==> src/rtl/fetch_unit_pkg.sv <==
// Shared constants, FSM state type and helpers for the instruction fetch unit.
// Latency: n/a (declarations only).
// Backpressure: n/a.
package fetch_unit_pkg;

    localparam logic [31:0] RESET_PC_DEFAULT = 32'h0000_0000;
    localparam logic [31:0] NOP_INST         = 32'h0000_0000;
    localparam logic [31:0] PC_STEP          = 32'd4;
    // ARM reads the PC as the address of the current instruction plus 8.
    localparam logic [31:0] PC_READ_OFFSET   = 32'd8;

    typedef enum logic [1:0] {
        ST_FETCH = 2'd0,  // request outstanding
        ST_HOLD  = 2'd1,  // word parked in skid buffer while decode is stalled
        ST_DRAIN = 2'd2   // waiting out a stale in-flight word after a redirect
    } fetch_state_t;

    function automatic logic [31:0] word_align(input logic [31:0] addr);
        return {addr[31:2], 2'b00};
    endfunction

endpackage

==> src/rtl/fetch_skid_buffer.sv <==
// One-entry holding register for a fetched word that decode could not accept.
// Latency: load visible on the next edge; clear/unload empty it on the next edge.
// Backpressure: none internally; the fetch FSM only loads when the entry is free.
// Ports: clk/reset, load/clear/unload controls, word_in/pc_plus8_in data in,
//        word/pc_plus8/full state out.
module fetch_skid_buffer (
    input  logic        clk,
    input  logic        reset,
    input  logic        load,
    input  logic        clear,
    input  logic        unload,
    input  logic [31:0] word_in,
    input  logic [31:0] pc_plus8_in,
    output logic [31:0] word,
    output logic [31:0] pc_plus8,
    output logic        full
);

    always_ff @(posedge clk or posedge reset) begin
        if (reset) begin
            word     <= 32'h0;
            pc_plus8 <= 32'h0;
            full     <= 1'b0;
        end else if (clear || unload) begin
            full <= 1'b0;
        end else if (load) begin
            word     <= word_in;
            pc_plus8 <= pc_plus8_in;
            full     <= 1'b1;
        end
    end

endmodule

==> src/rtl/fetch_unit.sv <==
// Instruction fetch stage: PC, imem request handshake and IF/ID register.
// Latency: imem wait cycles + 1 edge from request to valid_d; 1 instr/cycle at zero wait.
// Backpressure: stall holds PC and IF/ID, an acked word parks in the skid buffer (HOLD).
// Ports: clk/reset; stall, flush_d, pc_src, branch_target from hazard/branch logic;
//        imem_req/imem_addr/imem_ack/imem_rdata to instruction memory;
//        pc_f, inst_d, pc_plus8_d, valid_d to decode.
module fetch_unit
    import fetch_unit_pkg::*;
#(
    parameter logic [31:0] RESET_PC = RESET_PC_DEFAULT
) (
    input  logic        clk,
    input  logic        reset,
    input  logic        stall,
    input  logic        flush_d,
    input  logic        pc_src,
    input  logic [31:0] branch_target,
    output logic        imem_req,
    output logic [31:0] imem_addr,
    input  logic        imem_ack,
    input  logic [31:0] imem_rdata,
    output logic [31:0] pc_f,
    output logic [31:0] inst_d,
    output logic [31:0] pc_plus8_d,
    output logic        valid_d
);

    fetch_state_t state;
    logic [31:0]  drain_addr;   // address of the stale request being waited out
    logic [31:0]  pc_plus4;
    logic [31:0]  pc_plus8;
    logic         skid_load;
    logic         skid_clear;
    logic         skid_unload;
    logic [31:0]  skid_word;
    logic [31:0]  skid_pc_plus8;
    logic         skid_full;

    assign pc_plus4  = pc_f + PC_STEP;
    assign pc_plus8  = pc_f + PC_READ_OFFSET;

    // The memory must see a stable address until it acks, so DRAIN keeps
    // presenting the pre-redirect address while the PC already moved on.
    assign imem_req  = (state != ST_HOLD);
    assign imem_addr = (state == ST_DRAIN) ? drain_addr : pc_f;

    // A flush while holding (and not stalled) drops the parked word; the PC
    // still points at it, so returning to FETCH refetches it.
    always_comb begin
        skid_load   = 1'b0;
        skid_clear  = 1'b0;
        skid_unload = 1'b0;
        if (pc_src) begin
            skid_clear = 1'b1;
        end else if (flush_d) begin
            skid_clear = (state == ST_HOLD) && !stall;
        end else begin
            skid_load   = (state == ST_FETCH) && imem_ack && stall;
            skid_unload = (state == ST_HOLD) && !stall;
        end
    end

    fetch_skid_buffer u_skid (
        .clk         (clk),
        .reset       (reset),
        .load        (skid_load),
        .clear       (skid_clear),
        .unload      (skid_unload),
        .word_in     (imem_rdata),
        .pc_plus8_in (pc_plus8),
        .word        (skid_word),
        .pc_plus8    (skid_pc_plus8),
        .full        (skid_full)
    );

    always_ff @(posedge clk or posedge reset) begin
        if (reset) begin
            state      <= ST_FETCH;
            pc_f       <= RESET_PC;
            drain_addr <= RESET_PC;
            inst_d     <= NOP_INST;
            pc_plus8_d <= 32'h0;
            valid_d    <= 1'b0;
        end else if (pc_src) begin
            // Redirect beats stall and flush in every state.
            pc_f    <= word_align(branch_target);
            inst_d  <= NOP_INST;
            valid_d <= 1'b0;
            case (state)
                ST_FETCH: begin
                    if (!imem_ack) begin
                        state      <= ST_DRAIN;
                        drain_addr <= pc_f;
                    end
                end
                ST_DRAIN: state <= imem_ack ? ST_FETCH : ST_DRAIN;
                default:  state <= ST_FETCH;
            endcase
        end else if (flush_d) begin
            // Kill IF/ID; an acked word is not captured and the PC stays put.
            inst_d  <= NOP_INST;
            valid_d <= 1'b0;
            if ((state == ST_HOLD && !stall) || (state == ST_DRAIN && imem_ack)) begin
                state <= ST_FETCH;
            end
        end else begin
            case (state)
                ST_FETCH: begin
                    if (imem_ack) begin
                        if (stall) begin
                            state <= ST_HOLD;
                        end else begin
                            pc_f       <= pc_plus4;
                            inst_d     <= imem_rdata;
                            pc_plus8_d <= pc_plus8;
                            valid_d    <= 1'b1;
                        end
                    end else if (!stall) begin
                        valid_d <= 1'b0;
                    end
                end
                ST_HOLD: begin
                    if (!stall) begin
                        inst_d     <= skid_word;
                        pc_plus8_d <= skid_pc_plus8;
                        valid_d    <= skid_full;
                        pc_f       <= pc_plus4;
                        state      <= ST_FETCH;
                    end
                end
                ST_DRAIN: begin
                    if (imem_ack) begin
                        state <= ST_FETCH;
                    end
                end
                default: state <= ST_FETCH;
            endcase
        end
    end

endmodule

==> config.mk <==
export PLATFORM = sky130hd
export DESIGN_NAME = fetch_unit
export DESIGN_NICKNAME = d
export VERILOG_FILES = /design/src/rtl/fetch_unit_pkg.sv /design/src/rtl/fetch_skid_buffer.sv /design/src/rtl/fetch_unit.sv
export SDC_FILE = /design/constraint.sdc
export NUM_CORES = 1
export LEC_CHECK = 0
export ABC_CLOCK_PERIOD_IN_PS = 4400
export CORE_MARGIN = 4
export CORE_UTILIZATION = 45
export DETAILED_ROUTE_END_ITERATION = 12
export GPL_TIMING_DRIVEN = 1
export PLACE_DENSITY = 0.72
export SLEW_MARGIN = 20
export SYNTH_ARGS = -nofsm -noshare
export SYNTH_HDL_FRONTEND = slang
export SYNTH_HIERARCHICAL = 1
export SYNTH_SLANG_ARGS = --single-unit
export TNS_END_PERCENT = 100
==> constraint.sdc <==
create_clock -name clk -period 4.4 [get_ports clk]
set_clock_uncertainty 0.2 [all_clocks]
set_input_delay 0.44 -clock clk [delete_from_list [all_inputs] [get_ports clk]]
set_output_delay 0.44 -clock clk [all_outputs]
set_load 0.01 [all_outputs]
# [After elaboration in Yosys (flattened, before gate mapping)]
# Index checks and enable logic that the tools add are counted.
[totals] reg_bits=196 latchBits=0 ramBits=0 mem_bits_ro=0 inputBits=70 mem_count=0
[op_classes] n_addsub=2 multipliers=0 div_mod_pow=0 magnitude_cmp=0 n_eq_ne=15 shift=0 mux=42 n_bitwise=4 n_reduce_logical=19
[ops] cell="32-bit two-way mux" n=13
[ops] cell="32-bit case mux with 2 select lines" n=3
[ops] cell="32-bit by 3-bit adder with 32-bit output, second input constant" n=1
[ops] cell="32-bit by 4-bit adder with 32-bit output, second input constant" n=1
[ops] cell="4-bit inequality test, second input constant" n=5
[ops] cell="2-bit two-way mux" n=9
[ops] cell="1-bit two-way mux" n=14
[ops] cell="6-bit AND reduction" n=2
[ops] cell="3-bit AND reduction" n=3
[ops] cell="2-bit inequality test, second input constant" n=3
[ops] cell="3-bit inequality test, second input constant" n=2
[ops] cell="2-bit case mux with 3 select lines" n=1
[ops] cell="1-bit logical AND" n=4
[ops] cell="2-bit by 1-bit inequality test with 1-bit output, second input constant" n=2
[ops] cell="1-bit inverter" n=4
[ops] cell="2-bit case mux with 2 select lines" n=1
[ops] cell="4-bit AND reduction" n=1
[ops] cell="2-bit nonzero test" n=2
[ops] cell="4-bit nonzero test" n=1
[ops] cell="3-bit by 1-bit inequality test with 1-bit output, second input constant" n=1
[ops] cell="3-bit nonzero test" n=1
[ops] cell="2-bit by 1-bit equality test with 1-bit output, second input constant" n=1
[ops] cell="2-bit equality test, second input constant" n=1
[ops] cell="2-bit zero test" n=1
[ops] cell="4 further kinds" n=5

# [Longest topological paths before layout]
# Gate-level depths: netlist of the first run.
[depth] depth_word=7 depth_mapped=9

# [By module]
# Netlist of the first run, hierarchy kept.
[by_module_without_submodules] mod="fetch_unit" instances=1 cells_per_inst=776 area_per_inst_um2=7149.4 seq_area_each_um2=3178.0
[by_module_without_submodules] mod="fetch_skid_buffer" instances=1 cells_per_inst=140 area_per_inst_um2=2728.9 seq_area_each_um2=1626.6

# [Worst setup path after synthesis of the first run]
# No wires, ideal clock.
[synth_path] path_kind="reg-to-reg" start="register pc_f[3]" end="register u_skid.pc_plus8[27]" arrival_time_ns=2.197 setup_slack_ns=1.878 stages_incl_launch_ff=9 n_path_buf=2 cell_sequence="dfrtp_1 > ha_1 > nand3_1 > nor2_1 > buf_1 > buf_2 > a31oi_1 > or2_2 > mux2_4"
[synth_via] elab_chain_len=1
[synth_lines] item="from (decl)" line_no="fetch_unit.sv:22" source="output logic [31:0] pc_f,"
[synth_lines] item="from (signal assigned)" line_no="fetch_unit.sv:86" source="pc_f <= word_align(branch_target);"
[synth_lines] item="from (signal assigned)" line_no="fetch_unit.sv:113" source="pc_f <= pc_plus4;"
[synth_lines] item="from (signal assigned)" line_no="fetch_unit.sv:127" source="pc_f <= pc_plus4;"
[synth_lines] item="32-bit by 4-bit adder with 32-bit output" line_no="fetch_unit.sv:40" source="assign pc_plus8 = pc_f + PC_READ_OFFSET;"
[synth_lines] item="via pc_plus8[27]" line_no="fetch_unit.sv:31" source="logic [31:0] pc_plus8;"
[synth_lines] item="to (signal assigned)" line_no="fetch_skid_buffer.sv:28" source="pc_plus8 <= pc_plus8_in;"
[synth_lines] item="to (decl)" line_no="fetch_skid_buffer.sv:15" source="output logic [31:0] pc_plus8,"
# The timed path passes the listed nets, and every way through them passes these cells.
# A chain may end at the register's enable or synchronous reset.

# [Final worst setup path of the first run]
[layout_path] start="register state[1]" end="output imem_addr[28]"
[layout_via] elab_chain_len=2
[layout_lines] item="from (decl)" line_no="fetch_unit.sv:28" source="fetch_state_t state;"
[layout_lines] item="from (signal assigned)" line_no="fetch_unit.sv:96" source="ST_DRAIN: state <= imem_ack ? ST_FETCH : ST_DRAIN;"
[layout_lines] item="2-bit equality test" line_no="fetch_unit.sv:45" source="assign imem_addr = (state == ST_DRAIN) ? drain_addr : pc_f;"
[layout_lines] item="32-bit two-way mux" line_no="fetch_unit.sv:45"
[layout_lines] item="to (decl)" line_no="fetch_unit.sv:19" source="output logic [31:0] imem_addr,"
# No other way between the ends.

==> results.tsv, run 1 <==
metric	value	unit
post_drt_wl_per_cell	18.9	um
min_to	pc_f[31]	
final_cells	1357	
antenna_found_initial	2	
port_buffers	193	
rows	53	
crit_family	simple AND/OR/NAND/NOR gates	
vias_per_cell	5.53	
clk_pin_slew_worst_paths	0.07	ns
yosys-top-cells-area	dfrtp_1 (49%), mux2_4 (9.1%), mux2_2 (6.8%)	
finalCritPeriodShare	0.784	
power.leakage	5.26	nW
drc_errors	0	
cp.required	3.76	ns
clock-root-buffer	clkbuf_16	
htreeDepth	4	
pwr-share-seq	0.463	
synth_top_cell_area_share	0.486	
yosys.area_share.simple	0.167	
worstPathArrival	2.81	ns
grt_max_degree	102	
netSwitchingFraction	0.287	
p_per_area	405	nW/um^2
finalHoldViolations	0	
setup_violations	0	
yosysMostFrequentCell	dfrtp_1	
period_minus_slack	3.45	ns
status	complete, no violations	
hp-class	primary input to flip-flop	
grt_pass1_wl	41400	um
synth-xor-area-share	0.0372	
synth_top_family_by_area	simple AND/OR/NAND/NOR gates	
peakVddDrop	0.266	mV
nets	1141	
gr-total-overflow	0	
fmax	290	MHz
synth_cells	916	
r2r_cells	6	
finalWeightedCongestion	0.906	
synth_area	9880	um^2
antenna_cells	0	
cts-buffers-inserted	17	
tns	0	ns
synth_compound_area_frac	0.0894	
ant_nets	0	
yosysTopAreaCell	dfrtp_1	
r2r-start	pc_f[4]	
grt_pass1_vias	7466	
synth_seq_cells	192	
critPathLaunchType	flip-flop	
synth.distinct_cells	57	
path_buf_inv	2	
worst_hold_path.num_cells	3	
rsz0062_at_grt	no	
fillers	1810	
power_frac_comb	0.237	
yosysSeqAreaShare	0.486	
drv_slew	0	
startpoint	state[1]	
die_h	156	um
synthMuxAreaShare	0.165	
r2r_slack	1.51	ns
core	21300	um^2
whs	0.237	ns
yosys-top-cells-count	dfrtp_1 (192), nand2_1 (146), o21ai_0 (64)	
cts_tree	done	
end_kind	output port	
final_area	12400	um^2
synth_fa_ha_area_frac	0.00253	
cts.sinks	192	
critPathMaxFanout	35	
placed_cells	1325	
ios	200	
cts_buffer_depth	2	
slowest_delay	0.76	ns
dr.pass1.iters	5	
synth.avg_cell_area	10.8	um^2
p_int	3.59	mW
synth_warnings	6	
worstReg2RegEnd	pc_plus8_d[31]	
postCtsSetupRepairBufs	0	
crit_chain	inv_1 > nor2_4 > mux2_2 > clkdlybuf4s50_1	
totalWireLength	25700	um
worstSetupPathType	flip-flop to output port	
synth_ff_type	dfrtp_1	
synth_enable_flop_cells	0	
hp-start	pc_src	
cp_slowest_cell	nor2_4	
p_switching	1.44	mW
dpl_cell_area	11900	um^2
dp_hpwl	17200	um
max_slew_margin	0.340	
cts-hold-fix-buffers	0	
die_x	156	um
worst_pin_slew	0.990	ns
clk_latency	0.43	ns
globalRouteTotalUtil	0.211	
first_iter_violations	392	
fp.dieArea	24400	um^2
cap_violations	0	
start_util	0.464	
cts_resized	0	
final_layout_size_suffix_gt1_frac	0.180	
via_count	7502	
syn_to_final_growth	25.8	%
synthArstFlopShare	1.00	
p_clk_frac	0.299	
==> through the flow <==
stage	setup WS (ns)	power, mW	utilization
3_5_place_dp	1.07	3.56	0.557
3_3_place_gp	1.11	3.53	0.557
6_report	0.952	5.03	0.584
2_1_floorplan	0.376	3.00	-
4_1_cts	0.916	5.08	0.584
5_1_grt	0.789	5.29	0.584
==> cells in the final DEF (no fill, tap or decap), types with 7 or more instances in the layout <==
cell type and instances:
and3_1 16, mux2_2 60, o21ai_0 64, buf_4 15, nand2_1 146, xor2_1 25, nand3_1 19, a31oi_1 8
a221o_1 8, nor2_1 57, dfrtp_1 192, a311oi_1 32, clkdlybuf4s50_1 192, nand4_1 21, xnor2_1 17, nor3_1 18
clkbuf_16 17, mux2_4 60, inv_1 8, nor4_1 7
==> tightest hold or removal path, cell delays in order <==
cell and delay [ns]:
buf_2 0.10, inv_1 0.13, a31oi_1 0.15
==> how the worst max path moves through the flow <==
stage / end / slack (ns) / cells past startpoint
2_1_floorplan: drain_addr[10] / 0.38 / 1
3_3_place_gp: u_skid/word[24] / 1.11 / 8
3_5_place_dp: u_skid/word[18] / 1.07 / 8
4_1_cts: imem_addr[28] / 0.92 / 4
5_1_grt: imem_addr[28] / 0.79 / 4
6_report: imem_addr[28] / 0.95 / 4
==> flip-flops by register name, indices dropped and copies added, names as in the netlist <==
signal / flops
u_skid/full: 1
pc_plus8_d: 32
valid_d: 1
drain_addr: 30
inst_d: 32
u_skid/pc_plus8: 32
state: 2
u_skid/word: 32
pc_f: 30
==> layer usage <==
| layer | track usage | wire length, um | vias to the layer above |
|---|---|---|---|
| li1 | - | - | 3532 |
| met1 | 0.307 | 11800 | 3654 |
| met2 | 0.313 | 11500 | 281 |
| met3 | 0.0596 | 2030 | 31 |
| met4 | 0.0541 | 374 | 4 |
| met5 | 0 | 22 | - |
==> cell families after synthesis <==
logic type / count (synthesis)
simple gates: 330
flops: 192
compound gates: 133
mux: 125
buf+inv: 91
xor+xnor: 42
fa+ha+maj: 2
other cells: 1
==> area by class of cell <==
| class | count | area (um^2) | share of cell area |
|---|---|---|---|
| inverters | 11 | 46.3 | 0.00372 |
| flip-flops and latches | 192 | 4800 | 0.387 |
| repair buffers | 209 | 2060 | 0.166 |
| multi-input cells | 638 | 4610 | 0.371 |
| clock inverters | 13 | 115 | 0.00926 |
| well taps | 275 | 344 | 0.0277 |
| clock buffers | 19 | 453 | 0.0364 |
==> power groups by stage <==
stage	combinational, mW	sequential [mW]	clock [mW]
after floorplan	0.684	2.31	0
after global placement	1.18	2.35	0
after detailed placement	1.20	2.36	0
after CTS	1.21	2.33	1.54
after global routing	1.29	2.38	1.62
final	1.19	2.33	1.51
(Power assumes the default switching activity.)
==> run 2, diff against run 1 <==
--- a/config.mk
+++ b/config.mk
@@ -5,12 +5,12 @@
 export SDC_FILE = /design/constraint.sdc
 export NUM_CORES = 1
 export LEC_CHECK = 0
-export ABC_CLOCK_PERIOD_IN_PS = 4400
+export ABC_CLOCK_PERIOD_IN_PS = 3000
 export CORE_MARGIN = 4
 export CORE_UTILIZATION = 45
 export DETAILED_ROUTE_END_ITERATION = 12
 export GPL_TIMING_DRIVEN = 1
-export PLACE_DENSITY = 0.72
+export PLACE_DENSITY = 0.75
 export SLEW_MARGIN = 20
 export SYNTH_ARGS = -nofsm -noshare
 export SYNTH_HDL_FRONTEND = slang
==> constraint.sdc (replaced) <==
create_clock -name clk -period 3 [get_ports clk]
set_clock_uncertainty 0.2 [all_clocks]
set_input_delay 0.3 -clock clk [delete_from_list [all_inputs] [get_ports clk]]
set_output_delay 0.3 -clock clk [all_outputs]
set_load 0.01 [all_outputs]
==> results.tsv, run 2 (synthesis gave the netlist of run 1 again) <==
metric	value	unit	change
cts_buffer_depth	2		unchanged
cts_resized	0		unchanged
die_x	156	um	unchanged
peakVddDrop	0.402	mV	was 0.266 mV
totalWireLength	26100	um	was 25700 um
ant_nets	0		unchanged
cts-buffers-inserted	17		unchanged
die_h	156	um	unchanged
crit_chain	inv_1 > nor2_4 > buf_12 > mux2_2 > clkdlybuf4s50_1		was inv_1 > nor2_4 > mux2_2 > clkdlybuf4s50_1
vias_per_cell	5.48		was 5.53
hp-class	primary input to flip-flop		unchanged
start_util	0.464		unchanged
finalHoldViolations	0		unchanged
core	21300	um^2	unchanged
post_drt_wl_per_cell	18.8	um	was 18.9 um
drv_slew	0		unchanged
final_area	12900	um^2	was 12400 um^2
cap_violations	0		unchanged
cts-hold-fix-buffers	0		unchanged
setup_violations	0		unchanged
antenna_found_initial	1		was 2
port_buffers	193		unchanged
dpl_cell_area	12200	um^2	was 11900 um^2
postCtsSetupRepairBufs	0		unchanged
grt_pass1_vias	7792		was 7466
use_met2	0.322		was 0.313
crit_family	buffers and inverters		was simple AND/OR/NAND/NOR gates
final_cells	1383		was 1357
gr-total-overflow	0		unchanged
critPathLaunchType	flip-flop		unchanged
final_layout_size_suffix_gt1_frac	0.200		was 0.180
syn_to_final_growth	30.3	%	was 25.8%
first_iter_violations	505		was 392
period_minus_slack	2.80	ns	
cts_tree	done		unchanged
clock-root-buffer	clkbuf_16		unchanged
tns	0	ns	unchanged
via_count	7577		was 7502
power.leakage	5.47	nW	was 5.26 nW
htreeDepth	4		unchanged
grt_max_degree	65		was 102
final_util	0.605		was 0.584
fin_ws	0.199	ns	was 0.952 ns
top_usage_layer	met2		unchanged
met3_usage	0.0546		was 0.0596
clk_pin_slew_worst_paths	0.07	ns	about the same
final_cell_mix	dfrtp_1 (192), clkdlybuf4s50_1 (192), nand2_1 (146), o21ai_0 (64)		unchanged
cts.sinks	192		unchanged
worstPathArrival	2.30	ns	was 2.81 ns
status	complete, no violations		unchanged
path_buf_inv	3		was 2
worst_pin_slew	0.887	ns	was 0.990 ns
rows	53		unchanged
cp.required	2.50	ns	was 3.76 ns
nets	1169		was 1141
clk_latency	0.43	ns	about the same
globalRouteTotalUtil	0.215		was 0.211
drc_errors	0		unchanged
placed_cells	1353		was 1325
antenna_cells	0		unchanged
end_kind	output port		unchanged
finalCritPeriodShare	0.934		
place_ws	0.132	ns	was 1.07 ns
dr.pass1.iters	5		unchanged
max_slew_margin	0.406		was 0.340
critPathMaxFanout	35		unchanged
grt_pass1_wl	41900	um	was 41400 um
slowest_delay	0.52	ns	was 0.76 ns
ios	200		unchanged
rsz0062_at_grt	no		unchanged
fp.dieArea	24400	um^2	unchanged
fmax	357	MHz	
dp_hpwl	18000	um	was 17200 um
p_per_area	612	nW/um^2	was 405 nW/um^2
cp_slowest_cell	dfrtp_1		was nor2_4
finalWeightedCongestion	0.944		was 0.906
worstSetupPathType	flip-flop to output port		unchanged
met1_usage	0.302		was 0.307
==> run 2: cell types whose count changed in the layout (fill, tap and decap cells not counted), sizes merged <==
cell,change
inv,-6
clkinv,-2
buf,+28
bufinv,+6
==> run 2: final cells by class <==
| type | instances | area [um^2] |
|---|---|---|
| repair buffers | 237 | 2380 |
| fillers | 1703 | 8420 |
| well taps | 275 | 344 |
| clock buffers | 19 | 453 |
| flip-flops and latches | 192 | 4800 |
| inverters | 11 | 45.0 |
| clock inverters | 11 | 228 |
| multi-input cells | 638 | 4610 |
==> run 2: tightest hold or removal path, delay by kind of cell <==
family                 cells  cell delay [ns]
AO/OA/AOI/OAI              1             0.15
buffers and inverters      2             0.23
==> run 2: report_power, final <==
group / internal, mW / leakage [nW] / switching, mW
clock network: 1.62 / 0.330 / 1.01
registers: 3.07 / 2.45 / 0.317
logic: 1.10 / 2.69 / 0.758
==> run 2: final timing paths <==
kind	startpoint	endpoint	slack [ns]	depth (start not counted)
max	state[1]	imem_addr[8]	0.20	5
min	pc_src	pc_f[31]	0.09	3
max reg2reg	state[0]	pc_plus8_d[12]	0.48	5
min reg2reg	pc_plus8_d[0]	pc_plus8_d[0]	0.27	2
max in group asynchronous	reset	u_skid/pc_plus8[24]	1.70	3
min in group asynchronous	reset	inst_d[12]	0.21	3
==> run 2: layer usage <==
metal / share of wire / up-vias
li1: - / 3572
met5: 0.00046 / -
met2: 0.44 / 300
met4: 0.026 / 2
met1: 0.45 / 3654
met3: 0.075 / 49
==> run 2: metrics by stage <==
step / power [mW] / hold WS [ns]
after floorplan: 4.40 / 0.217
after global placement: 5.23 / 0.253
after detailed placement: 5.29 / 0.263
after CTS: 7.94 / 0.0772
after global routing: 8.23 / 0.107
final: 7.87 / 0.0934
==> run 3, diff against run 2 <==
--- a/config.mk
+++ b/config.mk
@@ -10,7 +10,7 @@
 export CORE_UTILIZATION = 45
 export DETAILED_ROUTE_END_ITERATION = 12
 export GPL_TIMING_DRIVEN = 1
-export PLACE_DENSITY = 0.75
+export PLACE_DENSITY_LB_ADDON = 0.3
 export SLEW_MARGIN = 20
 export SYNTH_ARGS = -nofsm -noshare
 export SYNTH_HDL_FRONTEND = slang
==> results.tsv, run 3 (synthesis gave the netlist of run 1 again) <==
metric	value	unit	change
status	complete, no violations		unchanged
place_ws	0.234	ns	was 0.132 ns
die_h	156	um	unchanged
slowest_delay	0.53	ns	was 0.52 ns
tns	0	ns	unchanged
rsz0062_at_grt	no		unchanged
syn_to_final_growth	28.7	%	was 30.3%
seq_area	4800	um^2	unchanged
first_iter_violations	637		was 505
crit_chain	inv_1 > nor2_2 > buf_12 > mux2_2 > clkdlybuf4s50_1		was inv_1 > nor2_4 > buf_12 > mux2_2 > clkdlybuf4s50_1
period_minus_slack	2.85	ns	was 2.80 ns
power.total	7.50	mW	was 7.87 mW
clk_latency	0.44	ns	was 0.43 ns
finalWeightedCongestion	0.887		was 0.944
whs	0.166	ns	was 0.0934 ns
antenna_cells	0		unchanged
final_cell_mix	dfrtp_1 (192), clkdlybuf4s50_1 (192), nand2_1 (146), o21ai_0 (64)		unchanged
netSwitchingFraction	0.296		was 0.265
end_kind	output port		unchanged
dp_hpwl	17700	um	was 18000 um
cp.required	2.50	ns	about the same
via_count	7614		was 7577
power.leakage	5.42	nW	was 5.47 nW
vias_per_cell	5.49		was 5.48
cts-hold-fix-buffers	0		unchanged
clk_pin_slew_worst_paths	0.08	ns	was 0.07 ns
port_buffers	193		unchanged
cts_tree	done		unchanged
p_clk_frac	0.303		was 0.334
p_per_area	590	nW/um^2	was 612 nW/um^2
htreeDepth	4		unchanged
hp-class	primary input to flip-flop		unchanged
fillers	1760		was 1703
ios	200		unchanged
setup_violations	0		unchanged
worstSetupPathType	flip-flop to output port		unchanged
core	21300	um^2	unchanged
postCtsSetupRepairBufs	0		unchanged
ant_nets	0		unchanged
cap_violations	0		unchanged
grt_pass1_wl	41900	um	about the same
r2r_slack	0.33	ns	was 0.48 ns
pwr-share-seq	0.452		was 0.430
fin_ws	0.152	ns	was 0.199 ns
cts_buffer_depth	2		unchanged
dr.pass1.iters	5		unchanged
critPathLaunchType	flip-flop		unchanged
critPathMaxFanout	35		unchanged
clock-root-buffer	clkbuf_16		unchanged
p_switching	2.22	mW	was 2.09 mW
final_layout_size_suffix_gt1_frac	0.202		was 0.200
cts-buffers-inserted	17		unchanged
max_slew_margin	0.518		was 0.406
post_drt_wl_per_cell	18.9	um	was 18.8 um
grt_max_degree	96		was 65
cp_slowest_cell	dfrtp_1		unchanged
finalHoldViolations	0		unchanged
cts_resized	0		unchanged
grt_pass1_vias	7666		was 7792
drv_slew	0		unchanged
finalCritPeriodShare	0.949		was 0.934
worst_pin_slew	0.722	ns	was 0.887 ns
peakVddDrop	0.417	mV	was 0.402 mV
die_x	156	um	unchanged
fp.dieArea	24400	um^2	unchanged
globalRouteTotalUtil	0.214		was 0.215
multiInputGateArea	4600	um^2	was 4610 um^2
p_int	5.28	mW	was 5.79 mW
rows	53		unchanged
gr-total-overflow	0		unchanged
cts.sinks	192		unchanged
start_util	0.464		unchanged
antenna_found_initial	2		was 1
fmax	351	MHz	was 357 MHz
totalWireLength	26200	um	was 26100 um
nets	1171		was 1169
worstPathArrival	2.35	ns	was 2.30 ns
power_frac_comb	0.245		was 0.236
drc_errors	0		unchanged
[run 3: power groups by stage]
stage	Combinational, mW	Sequential [mW]	Clock, mW
floorplan	1.00	3.39	0
global placement	1.81	3.41	0
detailed placement	1.84	3.43	0
CTS	1.86	3.39	2.32
global route	1.98	3.45	2.43
finish	1.84	3.39	2.27
[run 3: area by class of cell]
cell class              count  share of cell area
clock inverters            15              0.0129
well taps                 275              0.0271
flip-flops and latches    192               0.378
multi-input cells         638               0.362
inverters                  11             0.00354
repair buffers            239               0.183
clock buffers              17              0.0335
[run 3: path summary, 6_finish.rpt]
kind | start | end | cells past startpoint
max in group asynchronous | reset | pc_plus8_d[0] | 3
worst max register to register | pc_f[12] | u_skid/pc_plus8[23] | 5
min in group asynchronous | reset | u_skid/word[7] | 3
worst min-delay path | pc_src | pc_f[31] | 4
worst max-delay path | state[1] | imem_addr[12] | 5
worst min register to register | pc_plus8_d[0] | pc_plus8_d[0] | 2
[run 3: through the flow]
step / util / instances / area (um^2)
floorplan: - / 921 / 9900
finish: 0.597 / 1387 / 12700
CTS: 0.597 / 1387 / 12700
detailed placement: 0.569 / 1355 / 12100
global placement: 0.569 / 1355 / 12100
global route: 0.597 / 1387 / 12700
[run 3: critical path: cells and delay by family (launching register included)]
kind / cells / cell delay [ns]
flip-flops: 1 / 0.53
multiplexers: 1 / 0.35
AND/OR/NAND/NOR: 1 / 0.18
buffers and inverters: 3 / 0.85
[run 3: metal layers]
layer	global-route usage	wire, um	vias to the layer above
li1	-	-	3580
met1	0.306	12100	3737
met2	0.324	11700	251
met3	0.0524	1790	42
met4	0.0624	506	4
met5	0	22	-
